File: src/rtl/program_loader.sv
// Host-side program loader and result dumper for the A-RISC CPU: streams machine code into
// IRAM, kicks the CPU, waits for it to go idle again, then streams every DRAM byte out.
module program_loader #(
    parameter int unsigned W_ADDR      = 8,
    parameter int unsigned RAM_LATENCY = 1
) (
    input  logic              clk,
    input  logic              rst,

    input  logic              s_valid,
    output logic              s_ready,
    input  logic [7:0]        s_data,

    output logic              iram_sel,
    output logic              iram_write,
    output logic [W_ADDR-1:0] iram_addr,
    output logic [15:0]       iram_din,

    output logic              dram_sel,
    output logic [W_ADDR-1:0] dram_addr,
    input  logic [7:0]        dram_dout,

    output logic              start,
    input  logic              idle,

    output logic              m_valid,
    input  logic              m_ready,
    output logic [7:0]        m_data,

    output logic              done,
    output logic              err
);

    // The dump path captures dram_dout at the end of the single RD cycle.
    if (RAM_LATENCY != 1) begin : g_unsupported_latency
        $error("program_loader: only RAM_LATENCY = 1 is supported");
    end

    localparam logic [W_ADDR-1:0] LAST_ADDR = '1;

    localparam logic [3:0] LOAD_LO   = 4'd0;
    localparam logic [3:0] LOAD_HI   = 4'd1;
    localparam logic [3:0] WRITE     = 4'd2;
    localparam logic [3:0] START     = 4'd3;
    localparam logic [3:0] WAIT_BUSY = 4'd4;
    localparam logic [3:0] WAIT_IDLE = 4'd5;
    localparam logic [3:0] RD        = 4'd6;
    localparam logic [3:0] SEND      = 4'd7;
    localparam logic [3:0] DONE      = 4'd8;
    localparam logic [3:0] ERR       = 4'd9;

    logic [3:0]        state_q, state_d;
    logic [W_ADDR-1:0] wptr_q, wptr_d;
    logic [W_ADDR-1:0] rptr_q, rptr_d;
    logic [7:0]        opcode_q, opcode_d;
    logic [7:0]        operand_q, operand_d;
    logic [7:0]        data_q, data_d;

    always_comb begin
        state_d   = state_q;
        wptr_d    = wptr_q;
        rptr_d    = rptr_q;
        opcode_d  = opcode_q;
        operand_d = operand_q;
        data_d    = data_q;
        case (state_q)
            LOAD_LO: begin
                if (s_valid) begin
                    opcode_d = s_data;
                    state_d  = LOAD_HI;
                end
            end
            LOAD_HI: begin
                if (s_valid) begin
                    operand_d = s_data;
                    state_d   = WRITE;
                end
            end
            WRITE: begin
                if (opcode_q == 8'h00) begin
                    state_d = START;
                end else if (wptr_q == LAST_ADDR) begin
                    state_d = ERR;
                end else begin
                    wptr_d  = wptr_q + W_ADDR'(1);
                    state_d = LOAD_LO;
                end
            end
            START: state_d = WAIT_BUSY;
            // A stale idle=1 may linger until the CPU has actually taken the start pulse.
            WAIT_BUSY: begin
                if (!idle) state_d = WAIT_IDLE;
            end
            WAIT_IDLE: begin
                if (idle) begin
                    rptr_d  = '0;
                    state_d = RD;
                end
            end
            RD: begin
                data_d  = dram_dout;
                state_d = SEND;
            end
            SEND: begin
                if (m_ready) begin
                    if (rptr_q == LAST_ADDR) begin
                        state_d = DONE;
                    end else begin
                        rptr_d  = rptr_q + W_ADDR'(1);
                        state_d = RD;
                    end
                end
            end
            DONE:    state_d = DONE;
            ERR:     state_d = ERR;
            default: state_d = LOAD_LO;
        endcase
    end

    always_ff @(posedge clk or posedge rst) begin
        if (rst) begin
            state_q   <= LOAD_LO;
            wptr_q    <= '0;
            rptr_q    <= '0;
            opcode_q  <= 8'h00;
            operand_q <= 8'h00;
            data_q    <= 8'h00;
        end else begin
            state_q   <= state_d;
            wptr_q    <= wptr_d;
            rptr_q    <= rptr_d;
            opcode_q  <= opcode_d;
            operand_q <= operand_d;
            data_q    <= data_d;
        end
    end

    assign s_ready    = (state_q == LOAD_LO) || (state_q == LOAD_HI);
    assign iram_sel   = (state_q == LOAD_LO) || (state_q == LOAD_HI) || (state_q == WRITE);
    assign iram_write = (state_q == WRITE);
    assign iram_addr  = wptr_q;
    assign iram_din   = {operand_q, opcode_q};
    assign start      = (state_q == START);
    assign dram_sel   = (state_q == RD) || (state_q == SEND);
    assign dram_addr  = rptr_q;
    assign m_valid    = (state_q == SEND);
    assign m_data     = data_q;
    assign done       = (state_q == DONE);
    assign err        = (state_q == ERR);

endmodule

File: config.mk
export PLATFORM = sky130hd
export DESIGN_NAME = program_loader
export DESIGN_NICKNAME = d
export VERILOG_FILES = /design/src/rtl/program_loader.sv
export SDC_FILE = /design/constraint.sdc
export NUM_CORES = 1
export LEC_CHECK = 0
export CAP_MARGIN = 10
export CORE_MARGIN = 2
export CORE_UTILIZATION = 43
export CTS_BUF_LIST = sky130_fd_sc_hd__clkbuf_2 sky130_fd_sc_hd__clkbuf_4 sky130_fd_sc_hd__clkbuf_8
export CTS_CLUSTER_SIZE = 28
export DETAILED_ROUTE_END_ITERATION = 16
export PLACE_DENSITY = 0.78
export SETUP_SLACK_MARGIN = 0.1
export SLEW_MARGIN = 20
export SYNTH_ARGS = -nofsm -noshare
export SYNTH_HDL_FRONTEND = slang
export SYNTH_SLANG_ARGS = --single-unit
File: constraint.sdc
create_clock -name clk -period 1.8 [get_ports clk]
set_input_delay 0.36 -clock clk [delete_from_list [all_inputs] [get_ports clk]]
set_output_delay 0.36 -clock clk [all_outputs]
set_load 0.01 [all_outputs]
==> qor.txt, run 1 <==
outcome: finished, violations left
final hold vios: 0
Mapped Cells: 185
detail-routed via count per cell: 5.20
H-tree depth: 2
#FFs+latches synth: 44
CP Class: reg2reg
Via Count: 1877
I/O Buffers: 68
Max Buffers Root-to-Sink: 2
final core occ: 72.1%
Placed Instances: 342
Synth Flop Type: dfrtp_1
Post-Syn Nets: 208
relative slew slack: 65.8%
Critical Path RT: 1.98 ns
Post-synth ARST share: 100%
maximum vdd drop: 0.00101 V
post-DP HPWL: 3.73 mm
fin crit period: 1.84 ns
Max Slew Vio Count: 0
Unique masters post-synth: 47
Overall Global Routing Usage: 19.5%
Residual DRC: 0
# IOs: 69
height of the chip: 74.9 um
antenna-violating nets left: 0
core area: 4790 sq um
most common cell after layout, fill and taps aside: clkdlybuf4s50_1
number of filler cells placed in the layout: 364
Mapped Area: 2160 sq um
Final nets: 316
R2R depth: 6
Leakage: 1.55 nW
largest net degree at the start of global routing: 33
die area: 5600 sq um
setup violators final: 13
GP Congestion: 0.816
Critical path origin: state_q[2]$_DFFE_PP0P_
Die Wd: 74.9 um
PnR Total Power: 4.94 mW
gr ovfl total: 0
Worst R2R Start: state_q[2]$_DFFE_PP0P_
final period utilization: 102%
Initial Util: 45.1%
CTS Sinks: 44
diode count: 0
Hold WC Path Type: in2async
failing checks: negative setup slack
Critical Path AT: 2.01 ns
crit path capture type: flop
setup ws final: -0.0356 ns
cts bufs inserted: 5
pre-CTS setup slack: -0.167 ns
CTS tree: yes
number of synthesized flops with an enable pin: 0
FF-to-FF setup slack: -0.04 ns
syn_area_per_cell: 11.7 sq um
CP max FO: 4
clk_lat worst skew: 0.30 ns
setup tns final: -0.183 ns
most frequent cells in the layout: 54 x clkdlybuf4s50_1, 42 x dfrtp_1, 30 x buf_4, 16 x mux2_2
# rows: 25
worst-margin pin slew: 0.509 ns
routed len/inst: 15.0 um
synthesis-to-finish area growth: 59.7%
reg2reg end: iram_addr[5]$_DFFE_PP0P_
vias in the first global route: 1823
Clock transition at path regs: 0.08 ns
share of layout cells above drive strength 1: 36.7%
Iter 0 DRT Violations: 91
Ys Warns: 0
Clock Skew: 0.0172 ns
Max-Cap Viols: 0
Root Driver: clkbuf_8
RSZ-0062 raised after global routing: yes
sequential share of the synthesized area: 51.0%
FMAX: 545 MHz
initial antenna violation count: 0
Critical Path Source Type: flop
PwrDens: 1430 nW/um^2
drt pass-1 iters: 4
first-pass GRT wire length: 8.24 mm
Detailed Route WL: 5.42 mm
Cell Count, Final, Fillers Out: 361
worst max path at each step:
stage	endpoint	slack (ns)	cells past startpoint
floorplan	opcode_q[0]$_DFFE_PP0P_	0.0001	5
global placement	iram_write	-0.14	3
detailed placement	dram_addr[0]$_DFFE_PP0P_	-0.17	6
CTS	opcode_q[5]$_DFFE_PP0P_	-0.006	4
global route	iram_addr[5]$_DFFE_PP0P_	-0.08	6
finish	iram_addr[5]$_DFFE_PP0P_	-0.04	6
flip-flops by register name, summed over array words and instances (netlist names):
signal and count:
iram_addr 8, state_q 4, operand_q 8, opcode_q 8, m_data 8, dram_addr 8
per-stage QoR:
| stage | hold slack, ns | instance area, sq um |
|---|---|---|
| after detailed placement | 0.492 | 3140 |
| final | 0.338 | 3450 |
| after CTS | 0.345 | 3280 |
| after global placement | 0.487 | 3140 |
| after global routing | 0.378 | 3450 |
| after floorplan | 0.472 | 2170 |
timing repair:
item,CTS,global route
hold buffers,0,0
pin swaps,3,8
buffers inserted,2,9
endpoints found under the setup margin,31,47
gates resized for setup,47,27
cloned,0,1
power by group:
part           switching, mW  internal (mW)
Combinational           1.02           1.52
Clock                  0.359          0.418
Sequential             0.262           1.36
cell families (layout without fill, tap and decap cells):
kind of cell / Yosys count / count (layout) / share of synthesized area, %
xor+xnor: 7 / 7 / 2.84
buf+inv: 12 / 120 / 3.01
mux: 26 / 26 / 14.9
flops: 44 / 44 / 51.0
simple gates: 65 / 65 / 18.3
fa+ha+maj: 2 / 2 / 1.16
compound gates: 29 / 30 / 8.75
cells in the mapped netlist (all sizes together), types with 4 or more instances:
library cell,count,area [sq um]
nor2,9,33.8
xnor2,6,52.6
mux2,26,323
o21ai,7,35.0
o31ai,4,30.0
or4,4,30.0
nand2,10,37.5
or2,4,25.0
dfrtp,44,1100
buf,6,42.5
a21oi,8,43.8
nand3,8,40.0
inv,4,15.0
nand4,4,25.0
worst max-delay path: stages, from the launching register on:
cell,delay (ns)
dfrtp_1,0.40
or4b_4,0.58
buf_4,0.18
a21oi_4,0.18
buf_6,0.13
nand4_1,0.10
xnor2_1,0.14
metal layers:
layer / vias to the layer above / part of all wire, % / wire length [um] / GRT usage (%)
li1: 903 / - / - / -
met1: 908 / 43 / 2320 / 24.8
met2: 62 / 51 / 2760 / 32.5
met3: 4 / 5.3 / 288 / 5.35
met4: 0 / 0.90 / 49 / 5.95
met5: - / 0 / 0 / 0
cell type report:
| class | instances | area, sq um | share of cell area (%) |
|---|---|---|---|
| clock inverters | 3 | 46.3 | 1.34 |
| repair buffers | 108 | 1020 | 29.5 |
| clock buffers | 5 | 68.8 | 1.99 |
| inverters | 4 | 15.0 | 0.435 |
| multi-input cells | 130 | 1120 | 32.4 |
| well taps | 67 | 83.8 | 2.43 |
| flip-flops and latches | 44 | 1100 | 32.0 |
Power figures use the tool's default switching activity.
==> run 2, diff against run 1 <==
--- a/config.mk
+++ b/config.mk
@@ -6,6 +6,7 @@
 export NUM_CORES = 1
 export LEC_CHECK = 0
 export CAP_MARGIN = 10
+export CORE_ASPECT_RATIO = 0.8
 export CORE_MARGIN = 2
 export CORE_UTILIZATION = 43
 export CTS_BUF_LIST = sky130_fd_sc_hd__clkbuf_2 sky130_fd_sc_hd__clkbuf_4 sky130_fd_sc_hd__clkbuf_8
==> qor.txt, run 2 (same netlist as run 1, synthesis figures left out) <==
outcome: finished, violations left (unchanged)
failing checks: negative setup slack (unchanged)
CTS tree: yes (unchanged)
diode count: 0 (unchanged)
Detailed Route WL: 5.74 mm (was 5.42 mm)
Critical Path AT: 2.00 ns (was 2.01 ns)
Hold WC Path Type: in2async (unchanged)
CP max FO: 8 (was 4)
R2R depth: 4 (was 6)
post-DP HPWL: 3.85 mm (was 3.73 mm)
Initial Util: 43.9% (was 45.1%)
antenna-violating nets left: 0 (unchanged)
Critical-path top delay cell: or4b_4 (unchanged)
most frequent cells in the layout: 56 x clkdlybuf4s50_1, 41 x dfrtp_1, 36 x buf_4, 16 x mux2_2 (was 54 x clkdlybuf4s50_1, 42 x dfrtp_1, 30 x buf_4, 16 x mux2_2)
Critical Path RT: 1.99 ns (was 1.98 ns)
H-tree depth: 2 (unchanged)
synthesis-to-finish area growth: 63.7% (was 59.7%)
Cell Count, Final, Fillers Out: 363 (was 361)
FF-to-FF setup slack: -0.01 ns (was -0.04 ns)
core area: 4920 sq um (was 4790 sq um)
gr ovfl total: 0 (unchanged)
# IOs: 69 (unchanged)
crit path buf inv count: 1 (was 2)
Overall Global Routing Usage: 19.9% (was 19.5%)
Critical Path Source Type: flop (unchanged)
die area: 5610 sq um (was 5600 sq um)
Die Wd: 83.2 um (was 74.9 um)
RSZ-0062 raised after global routing: yes (unchanged)
FMAX: 551 MHz (was 545 MHz)
relative slew slack: 74.6% (was 65.8%)
setup tns final: -0.0938 ns (was -0.183 ns)
final period utilization: 101% (was 102%)
final hold vios: 0 (unchanged)
Max Slew Vio Count: 0 (unchanged)
Leakage: 1.58 nW (was 1.55 nW)
Residual DRC: 0 (unchanged)
routed len/inst: 15.8 um (was 15.0 um)
reg2reg end: opcode_q[4]$_DFFE_PP0P_ (was iram_addr[5]$_DFFE_PP0P_)
Iter 0 DRT Violations: 98 (was 91)
Root Driver: clkbuf_8 (unchanged)
Critical Path Max Stage Delay: 0.61 ns (was 0.58 ns)
share of layout cells above drive strength 1: 41.5% (was 36.7%)
# rows: 23 (was 25)
vias in the first global route: 1804 (was 1823)
detail-routed via count per cell: 5.36 (was 5.20)
Clock Skew: 0.00426 ns (was 0.0172 ns)
PwrDens: 1430 nW/um^2 (about the same)
drt pass-1 iters: 4 (unchanged)
crit path capture type: flop (unchanged)
first-pass GRT wire length: 8.82 mm (was 8.24 mm)
Final nets: 323 (was 316)
most common cell after layout, fill and taps aside: clkdlybuf4s50_1 (unchanged)
Max Buffers Root-to-Sink: 2 (unchanged)
cts bufs inserted: 5 (unchanged)
setup violators final: 9 (was 13)
PnR Total Power: 5.05 mW (was 4.94 mW)
Placed Instances: 340 (was 342)
clk_lat worst skew: 0.29 ns (was 0.30 ns)
worst-margin pin slew: 0.380 ns (was 0.509 ns)
height of the chip: 67.4 um (was 74.9 um)
CTS Sinks: 44 (unchanged)
largest net degree at the start of global routing: 45 (was 33)
GP Congestion: 0.814 (was 0.816)
setup ws final: -0.0134 ns (was -0.0356 ns)
Crit path max-delay family: simple AND/OR/NAND/NOR gates (unchanged)
Max-Cap Viols: 0 (unchanged)
maximum vdd drop: 0.00108 V (was 0.00101 V)
Worst R2R Start: state_q[2]$_DFFE_PP0P_ (unchanged)
initial antenna violation count: 0 (unchanged)
Critical path origin: state_q[2]$_DFFE_PP0P_ (unchanged)
Via Count: 1946 (was 1877)
Clock transition at path regs: 0.08 ns (about the same)
pre-CTS setup slack: -0.154 ns (was -0.167 ns)
CP Class: reg2reg (unchanged)
I/O Buffers: 68 (unchanged)
worst-path cell chain: buf_6 > or2_4 > or4b_4 > mux2_4 (was or4b_4 > buf_4 > a21oi_4 > buf_6 > nand4_1 > xnor2_1)
fin crit period: 1.81 ns (was 1.84 ns)
run 2: worst reg2reg max path: stages (launching register included):
cell	delay, ns
dfrtp_1	0.40
buf_6	0.13
or2_4	0.24
or4b_4	0.61
mux2_4	0.34
run 2: area by class of cell:
cell class | count | area, sq um
clock buffer | 5 | 68.8
clock inverter | 3 | 42.5
fill | 357 | 1390
inverter | 4 | 15.0
multi-input combinational | 130 | 1160
sequential | 44 | 1100
tap | 62 | 77.6
timing repair buffer | 115 | 1060
run 2: worst max path at each step:
stage,slack [ns],to,depth (start not counted)
after global routing,-0.07,opcode_q[1]$_DFFE_PP0P_,4
after floorplan,0.0001,opcode_q[0]$_DFFE_PP0P_,5
after detailed placement,-0.15,iram_addr[7]$_DFFE_PP0P_,5
final,-0.01,opcode_q[4]$_DFFE_PP0P_,4
after CTS,-0.03,opcode_q[1]$_DFFE_PP0P_,4
after global placement,-0.13,iram_write,3
run 2: stage by stage:
stage	instance area (sq um)	utilization (%)	hold WS (ns)
after CTS	3360	68.3	0.407
after global placement	3150	64.1	0.487
final	3530	71.8	0.399
after floorplan	2170	-	0.472
after detailed placement	3150	64.1	0.493
after global routing	3530	71.8	0.437
run 2: power by group:
group          switching, mW  internal, mW
Sequential             0.273          1.36
Clock                  0.336         0.411
Combinational           1.05          1.62
Total                   1.66          3.39
run 2: what timing repair did:
action	in CTS	in global routing
gates cloned	1	0
gates resized for setup	50	33
endpoints found under the setup margin	31	50
setup buffers	4	10
pin swaps	3	11
hold buffers	0	0
run 2: layer usage:
layer  vias up  wire length [um]  track usage, %  share of wire [%]
met2        61              2750            32.0                 48
met1       965              2580            27.3                 45
li1        917                 -               -                  -
met3         3               392            5.87                6.8
met4         0                19            3.69               0.33
met5         -                 0               0                  0
